<file path="src/rtl/alu_issue.sv">
// alu_issue: issue/writeback stage around a 16-bit ALU with an 8 x 16 register file (r0 reads 0).
// Define ALU_ISSUE_BYPASS_EN to forward the in-flight result on RAW hazards instead of stalling one cycle.
module alu_issue (
  input  logic        clk,
  input  logic        reset,
  input  logic        ins_valid,
  output logic        ins_ready,
  input  logic [10:0] ins,
  input  logic        wr_en,
  input  logic [2:0]  wr_addr,
  input  logic [15:0] wr_data,
  output logic [1:0]  alu_op,
  output logic [15:0] alu_a,
  output logic [15:0] alu_b,
  input  logic [15:0] alu_o,
  input  logic        alu_cout,
  output logic        res_valid,
  output logic [15:0] res_data,
  output logic        res_cout,
  output logic [2:0]  res_rd,
  input  logic [2:0]  dbg_addr,
  output logic [15:0] dbg_data
);

  logic [15:0] regs [0:7];
  logic        ex_valid;
  logic [2:0]  ex_rd;

  logic [1:0]  op;
  logic [2:0]  rd;
  logic [2:0]  rs1;
  logic [2:0]  rs2;
  logic [15:0] rd1;
  logic [15:0] rd2;
  logic [15:0] opnd_a;
  logic [15:0] opnd_b;
  logic        hazard1;
  logic        hazard2;
  logic        stall;
  logic        issue;

  assign op  = ins[10:9];
  assign rd  = ins[8:6];
  assign rs1 = ins[5:3];
  assign rs2 = ins[2:0];

  assign rd1 = (rs1 == 3'd0) ? 16'h0000 : regs[rs1];
  assign rd2 = (rs2 == 3'd0) ? 16'h0000 : regs[rs2];

  // A source matching the executing destination would read a stale register value.
  assign hazard1 = ex_valid && (ex_rd != 3'd0) && (rs1 == ex_rd);
  assign hazard2 = ex_valid && (ex_rd != 3'd0) && (rs2 == ex_rd);

`ifdef ALU_ISSUE_BYPASS_EN
  assign stall  = 1'b0;
  assign opnd_a = hazard1 ? alu_o : rd1;
  assign opnd_b = hazard2 ? alu_o : rd2;
`else
  assign stall  = hazard1 || hazard2;
  assign opnd_a = rd1;
  assign opnd_b = rd2;
`endif

  assign ins_ready = !reset && !wr_en && !stall;
  assign issue     = ins_valid && ins_ready;

  assign dbg_data = (dbg_addr == 3'd0) ? 16'h0000 : regs[dbg_addr];

  // Writeback is placed after the external load so it wins on an address collision.
  always_ff @(posedge clk) begin
    if (reset) begin
      for (int i = 0; i < 8; i++) begin
        regs[i] <= 16'h0000;
      end
      alu_op    <= 2'b00;
      alu_a     <= 16'h0000;
      alu_b     <= 16'h0000;
      ex_valid  <= 1'b0;
      ex_rd     <= 3'd0;
      res_valid <= 1'b0;
      res_data  <= 16'h0000;
      res_cout  <= 1'b0;
      res_rd    <= 3'd0;
    end else begin
      if (wr_en && (wr_addr != 3'd0)) begin
        regs[wr_addr] <= wr_data;
      end
      if (ex_valid && (ex_rd != 3'd0)) begin
        regs[ex_rd] <= alu_o;
      end
      ex_valid <= issue;
      if (issue) begin
        alu_op <= op;
        alu_a  <= opnd_a;
        alu_b  <= opnd_b;
        ex_rd  <= rd;
      end
      res_valid <= ex_valid;
      if (ex_valid) begin
        res_data <= alu_o;
        res_cout <= alu_cout;
        res_rd   <= ex_rd;
      end
    end
  end

endmodule

</file>
<file path="config.mk">
export PLATFORM = sky130hd
export DESIGN_NAME = alu_issue
export DESIGN_NICKNAME = d
export VERILOG_FILES = /design/src/rtl/alu_issue.sv
export SDC_FILE = /design/constraint.sdc
export NUM_CORES = 1
export LEC_CHECK = 0
export CAP_MARGIN = 25
export CORE_MARGIN = 2
export CORE_UTILIZATION = 24
export DETAILED_ROUTE_END_ITERATION = 12
export SYNTH_ARGS = -nofsm -noshare
export SYNTH_HDL_FRONTEND = slang
export SYNTH_SLANG_ARGS = --single-unit
</file>
<file path="constraint.sdc">
create_clock -name clk -period 3.5 [get_ports clk]
set_clock_uncertainty 0.1 [all_clocks]
set_input_delay 0.7 -clock clk [delete_from_list [all_inputs] [get_ports clk]]
set_output_delay 0.7 -clock clk [all_outputs]
set_load 0.03 [all_outputs]
</file>
==> summary by stage, run 1 <==
Floorplan
The die is 206.0 um wide. The number of ports placed on the die boundary is 126. Measured along the y axis, the die boundary spans 206.0 um. The area enclosed by the die boundary is 0.04245 mm^2. The placement row count is 74. The initial core utilization is 0.2416. In this run the standard cell core region covers 0.04055 mm^2.

Synth
The register bit total from synthesis is 171. The post-synth net total is 876. The count of flip-flops with a built-in enable after synthesis is 112. Summing every instance area after synthesis gives 0.009797 mm^2. The cell count after synthesis is 822.

After synthesis, the netlist uses 43 different library cells. The number of warnings issued by yosys is 0. For this run, the leading register cell type out of synthesis is sky130_fd_sc_hd__edfxtp_1.

Averaged over all synthesized cells, the footprint is 11.92 um^2. The part of the Yosys area used for sequential elements is 0.4639. In the synthesized netlist the async set-or-reset flop fraction comes to 0.

Layout
The final layout contains 968 nets. Of the cells placed in the final design, the portion with a size suffix greater than 1 is 0.2492. The number of inserted filler cells in the final layout is 4115. The post-layout instance count excluding filler cells is 1461. The layout-stage area growth over the synthesis result is 25.72%.

Timing
The slew at the pin closest to its max-slew limit is 908.0 ps. The worst-case headroom to the max-slew limit is 0.3947. For the final routed database, the setup TNS stands at 0 ps.

The final setup violation count is 0. Setup repair after global routing left no endpoint under its margin. The highest attainable clock frequency is 302.2 MHz. Across all setup checks in the final design, the least slack found is 190.6 ps.

For the finished layout, the period the worst path requires is 3309 ps. Of the available clock period, the critical path in the final layout requires 0.9455. The number of hold violations in the final report is 0. The final max-slew violation count is 0.

Power and ir drop
The ratio of total power to cell area is 417.8 mW/mm^2. Summed over all cells, the static leakage comes to 0.004225 uW. The peak supply drop is 0.2681 mV.

Drt
The number of vias per cell after detailed routing is 5.020. The number of violations reported at the end of detailed-routing iteration 0 is 539. After detailed routing, the average wire length per cell comes to 20.55 um. For this run, design rule violations remaining after detail routing come to 0. The total via count after detailed routing is 7334. In this run the remaining antenna-violating nets after routing total 0. The count of TritonRoute iterations in the first routing pass is 5.

The total detailed-routing wirelength is 30.02 mm.

Clock network
Post-CTS repair changed the size of 0 cells. The total setup buffers inserted after CTS is 0. After clock tree synthesis, the clock-pin slew on the worst setup and hold paths is 70 ps. TritonCTS built the clock tree. In this run the number of H-tree levels came out at 4. The insertion delay to the later sink of the worst-skew pair is 440 ps. The total CTS buffers is 17. For this design, the CTS-stage hold fixing added 0 buffers. The root buffer selected by CTS is sky130_fd_sc_hd__clkbuf_16. The maximum number of buffers from clock root to sink is 2.

The clock net in this run drives a total of 171 sinks.

GRT
The number of antenna violations at the first check in global routing came to 4. The maximum number of pins on one net before global-route repair is 39. Summed over all layers, the global routing overflow is 0.

For this run, the total global-route usage over all layers was measured as 0.1433. The wire length of the first global-routing pass is 46.01 mm. The number of global-route vias before repair is 7201.

Placed design
The pre-CTS setup slack is 249.9 ps. The half-perimeter wire length of the detailed placement result is 22.89 mm. The number of cells after detailed placement is 1427.

The count of port buffers added during placement is 125. The congestion estimate from routability-driven global placement came to 0.8607.

Critical path
Traced cell by cell, the critical path runs through clkdlybuf4s50_1 -> buf_12 -> nor2b_1 -> buf_4 -> a22oi_1 -> o21ai_0 -> buf_4 -> buf_12. The cell at the slowest stage of the critical path is sky130_fd_sc_hd__clkdlybuf4s50_1. At the worst endpoint, the arrival time is 2510 ps. The critical path is of the in -> out type.

The biggest fanout along the worst timing path is 34. The stage delay of the slowest cell on the critical path is 510 ps. STA classifies the critical path startpoint as an input port. The worst path required time is 2700 ps.

The capturing element type of the critical path is a primary output.

Status
The flow ran to the end, and the final reports show no timing, DRC or antenna violations.

Hold path
The worst min-delay path category is reg -> reg.

Flow run
Max-cap violations in this run came to 0.
==> metrics by stage <==
stage	cell area (um^2)	hold WS [ps]	total power, uW	util
floorplan	9797	478.5	2858	-
global placement	11710	347.5	3234	0.2887
detailed placement	11720	351.3	3249	0.2891
CTS	12310	363.0	5198	0.3036
global route	12310	377.8	5335	0.3036
finish	12320	357.7	5146	0.3037
==> critical path, delay by kind of cell <==
| kind | cells | cell delay [ps] |
|---|---|---|
| AO/OA/AOI/OAI | 2 | 380 |
| buffers and inverters | 5 | 1210 |
| AND/OR/NAND/NOR | 1 | 190 |
==> placed cells by master, fill, tap and decap left out, types with 4 or more instances in the layout <==
cell / instances
sky130_fd_sc_hd__a21oi_1: 4
sky130_fd_sc_hd__a22o_1: 112
sky130_fd_sc_hd__a22oi_1: 45
sky130_fd_sc_hd__buf_12: 18
sky130_fd_sc_hd__buf_4: 41
sky130_fd_sc_hd__clkbuf_16: 17
sky130_fd_sc_hd__clkdlybuf4s50_1: 105
sky130_fd_sc_hd__dfxtp_1: 59
sky130_fd_sc_hd__edfxtp_1: 112
sky130_fd_sc_hd__inv_6: 5
sky130_fd_sc_hd__mux2_2: 45
sky130_fd_sc_hd__mux2i_1: 22
sky130_fd_sc_hd__mux4_2: 48
sky130_fd_sc_hd__nand2_1: 85
sky130_fd_sc_hd__nand3_1: 37
sky130_fd_sc_hd__nor2_1: 21
sky130_fd_sc_hd__nor2_4: 4
sky130_fd_sc_hd__nor2b_1: 5
sky130_fd_sc_hd__nor3_4: 7
sky130_fd_sc_hd__o21ai_0: 63
sky130_fd_sc_hd__o21ai_2: 20
sky130_fd_sc_hd__xor2_1: 6
==> cell families after synthesis <==
family,after synthesis,synth area share
compound gates,257,0.1980
xor+xnor,6,0.005364
buf+inv,96,0.04994
flops,171,0.4639
mux,115,0.1845
simple gates,177,0.09834
==> area by class of cell <==
class	count	area, um^2	share of cell area
sequential	171	4544	0.3690
clock inverter	15	163.9	0.01331
clock buffer	17	425.4	0.03454
inverter	2	10.01	0.0008127
tap	532	665.6	0.05404
multi-input combinational	555	4768	0.3871
antenna	2	5.005	0.0004063
timing repair buffer	167	1734	0.1408
==> synth_stat cells (all sizes together), types with 3 or more instances <==
cell type	instances	area, um^2
a211oi	3	22.52
a21o	3	22.52
a21oi	4	20.02
a22o	112	980.9
a22oi	45	337.8
a311o	3	30.03
buf	57	337.8
clkbuf	37	141.4
dfxtp	59	1181
edfxtp	112	3363
mux2	45	506.7
mux2i	22	220.2
mux4	48	1081
nand2	87	341.6
nand2b	3	21.27
nand3	39	212.7
nor2	25	123.9
nor2b	5	31.28
nor3	11	148.9
o21ai	83	490.5
xor2	6	52.55
==> flip-flops by register name (all words and copies together), names as in the netlist, 2 cells and up <==
| signal | count |
|---|---|
| alu_a | 16 |
| alu_b | 16 |
| alu_op | 2 |
| ex_rd | 3 |
| regs | 112 |
| res_data | 16 |
| res_rd | 3 |
==> layer usage <==
layer / GRT usage / up-vias / wire length, um
li1: - / 3406 / -
met1: 0.1972 / 3579 / 13710
met2: 0.2172 / 297 / 13400
met3: 0.03548 / 46 / 2127
met4: 0.05281 / 6 / 743
met5: 0 / - / 41
==> worst paths after layout <==
kind / cells after the start / to / start / slack, ps
worst min-delay path: 2 / alu_op[0] / alu_op[0] / 360
worst max register to register: 3 / regs[1][6] / ex_rd[0] / 1010
worst max-delay path: 8 / dbg_data[1] / dbg_addr[1] / 190
worst min register to register: 2 / alu_op[0] / alu_op[0] / 360
==> power breakdown <==
part	switching, uW	leakage, uW	internal, uW
Sequential	96.8	0.00163	2250
Clock	875	0.000286	1070
Combinational	452	0.00231	401
No activity file was read; power rests on OpenSTA's default activity.
==> run 2, diff against run 1 <==
==> constraint.sdc (replaced) <==
create_clock -name clk -period 3.5 [get_ports clk]
set_clock_uncertainty 0.1 [all_clocks]
set_input_delay 0.525 -clock clk [delete_from_list [all_inputs] [get_ports clk]]
set_output_delay 0.525 -clock clk [all_outputs]
set_load 0.03 [all_outputs]
==> run 2 against run 1 <==
Non-clock buffer count is 6 lower. Combinational power down 1%. Sequential cell count unchanged. Sequential power about the same. Clock power up 9.8%. Total power grew 3.3%. Critical path depth shrank 2. Cell count shrank 0.55%. Setup slack improved by 250 ps. Largest cell class unchanged.
==> summary by stage, run 2 (synthesis results as in run 1) <==
Critical path
The worst-case reg-to-reg path depth is 3 (unchanged). The kind of launch point of the worst setup path is an input port. The critical setup path kind is in -> out. The data arrival time at the worst-slack endpoint was 2430 ps (-80 ps). The setup slack of the most critical reg-to-reg path is 1020 ps (about the same).

The worst path required time is 2870 ps (+170 ps). The critical path starts at dbg_addr[1]. The biggest fanout along the worst timing path is 21 (-38%). Traced cell by cell, the critical path runs through clkdlybuf4s50_1 -> buf_4 -> mux2_2 -> a22oi_1 -> o21ai_0 -> buf_12. The beginning of the worst register-to-register path is ex_rd[0].

The slowest stage of the critical path is the sky130_fd_sc_hd__clkdlybuf4s50_1 cell. In this run the critical register-to-register path is captured at regs[1][1]. Following the worst setup path forward leads to its endpoint at dbg_data[11].

STA classifies the critical path endpoint as a primary output. The stage delay of the slowest cell on the critical path was 580 ps (+70 ps).

Timing
The highest attainable clock frequency is 327.1 MHz (+8.2%). The worst-case headroom to the max-slew limit is 0.4238 (+0.02912). The clock period minus final worst setup slack is 3057 ps (-251.9 ps). The number of hold violations in the final report is 0 (unchanged).

The fraction of the cycle the final worst path needs was 0.8736 (-0.07198). The worst path setup slack after routing is 442.6 ps (+251.9 ps). Setup repair after global routing left no endpoint under its margin. The slew at the pin closest to its max-slew limit was 864.3 ps (-43.69 ps). The final setup violation count is 0 (unchanged). The final total negative setup slack is 0 ps (unchanged). The final max-slew violation count came to 0 (unchanged).

Power and ir drop
The clock share of power was 0.400 (+0.022). The overall power of the completed layout is 5315 uW (+3.3%). The cell-internal power was 3875 uW (+4.1%). The share of total power consumed by net switching came to 0.2710 (-0.005770).

The ratio of total power to cell area is 432.0 mW/mm^2 (+3.4%). The combinational group share of total power came to 0.158 (-0.008). The part of the total power dissipated in sequential elements is 0.441 (-0.015). The leakage power total was 0.004216 uW (-0.21%). The net switching power figure is 1441 uW (+1.1%). The peak supply drop was 0.3084 mV (+15%).

GRT
The met3 usage was 0.03406 (-0.001419). The routing usage on met1 is 0.1963 (-0.0008905). The number of global-route vias before repair is 7347 (+2.0%). The wire length of the first global-routing pass is 45.46 mm (-1.2%).

The maximum number of pins on one net before global-route repair is 39 (unchanged). The number of antenna violations at the first check in global routing was 5 (+1). The final global-route overflow total is 0 (unchanged). The met2 global-route usage was 0.2143 (-0.002876). met2 is the most crowded layer.

The global router's overall resource usage came to 0.1411 (-0.002225).

Placed design
The half-perimeter wire length of the detailed placement result is 22.57 mm (-1.4%). The pre-CTS setup slack came to 514.8 ps (+264.9 ps). The last weighted congestion value of the routability-driven placer is 0.9012 (+4.7%). The count of port buffers added during placement came to 125 (unchanged).

Layout
The register with the highest flop count is regs. The antenna cell count is 0 (-2). In the layout the commonest cells are 112 x sky130_fd_sc_hd__a22o_1, 112 x sky130_fd_sc_hd__edfxtp_1, 105 x sky130_fd_sc_hd__clkdlybuf4s50_1. The net count of the finished layout is 962 (-0.62%). The flip-flop count of the largest register, all copies and words added is 112 (unchanged). The ratio of cells with drive above 1 in the final layout is 0.2454 (-0.003805). The number of inserted filler cells in the final layout came to 4117 (+0.049%). Relative to the synthesized area, the layout overhead comes to 25.58%. The post-route core utilization was 0.3034 (-0.0003400).

Drt
The count of TritonRoute iterations in the first routing pass is 5 (unchanged). The average wire per cell in the routed design is 20.27 um (-1.4%). The total detailed-routing wirelength was 29.45 mm (-1.9%). The total via count after detailed routing is 7262 (-0.98%).

The number of violations reported at the end of detailed-routing iteration 0 is 548 (+1.7%). The antenna violation net count after detailed routing is 0 (unchanged). The number of remaining DRC errors is 0 (unchanged).

The number of vias per cell after detailed routing is 4.998 (-0.44%).

Status
The flow ran to the end, and the final reports show no timing, DRC or antenna violations.

Clock network
The clock net sink count came to 171 (unchanged). TritonCTS built the clock tree. The clock edge transition at the registers on the reported setup and hold paths is 70 ps (about the same). The insertion delay to the later sink of the worst-skew pair came to 440 ps (about the same). The maximum number of buffers from clock root to sink came to 2 (unchanged). The root buffer selected by CTS is sky130_fd_sc_hd__clkbuf_16. The total CTS buffers is 17 (unchanged). The hold buffer count at cts is 0 (unchanged).

The number of H-tree levels is 4 (unchanged). The count of instances resized after the clock tree is built came to 0 (unchanged). The total setup buffers inserted after CTS was 0 (unchanged).

Floorplan
The area enclosed by the die boundary is 0.04245 mm^2 (unchanged). The chip width is 206.0 um (unchanged). The number of ports placed on the die boundary is 126 (unchanged). The initial core utilization was 0.2416 (unchanged).

The placement row count came to 74 (unchanged). The y dimension of the die is 206.0 um (unchanged). The placeable core region came to 0.04055 mm^2 (unchanged).

Hold path
The path class of the tightest hold or removal check is reg -> reg.

Flow run
The max-capacitance violation count is 0 (unchanged).
==> run 2: stage by stage <==
stage / area (um^2) / instances / hold slack (ps)
after floorplan: 9797 / 822 / 478.5
after global placement: 11640 / 1419 / 344.5
after detailed placement: 11650 / 1421 / 349.2
after CTS: 12300 / 1453 / 360.9
after global routing: 12300 / 1453 / 377.4
final: 12300 / 1453 / 355.2
==> run 2: routing by layer <==
layer | vias to the layer above | wire [um]
li1 | 3391 | -
met2 | 238 | 13220
met3 | 40 | 1595
met4 | 8 | 586
met1 | 3585 | 14000
met5 | - | 54
==> run 2: how the worst min path moves through the flow <==
stage                     startpoint   endpoint  slack, ps  cells after the start
after floorplan             ex_rd[2]   ex_rd[2]        480                      3
after global placement      alu_b[4]   alu_b[4]        340                      2
after detailed placement    alu_b[4]   alu_b[4]        350                      2
after CTS                   alu_a[4]   alu_a[4]        360                      2
after global routing       alu_b[13]  alu_b[13]        380                      2
final                       alu_b[4]   alu_b[4]        360                      2
==> run 2: power groups by stage <==
| stage | Clock (uW) | Combinational (uW) | Sequential (uW) |
|---|---|---|---|
| global route | 2260 | 907 | 2360 |
| detailed placement | 0 | 851 | 2390 |
| global placement | 0 | 841 | 2380 |
| floorplan | 0 | 467 | 2390 |
| CTS | 2170 | 853 | 2340 |
| finish | 2130 | 842 | 2350 |
==> run 2: worst max-delay path, delay by kind of cell <==
family | cells | cell delay (ps)
buffers and inverters | 3 | 1120
AO/OA/AOI/OAI | 2 | 560
multiplexers | 1 | 220
==> run 2: cell type report <==
type / instances / area (um^2) / share of cell area
clock buffers: 17 / 425.4 / 0.03458
flip-flops and latches: 171 / 4544 / 0.3694
repair buffers: 161 / 1664 / 0.1353
multi-input cells: 555 / 4768 / 0.3876
well taps: 532 / 665.6 / 0.05410
clock inverters: 15 / 225.2 / 0.01831
inverters: 2 / 10.01 / 0.0008136
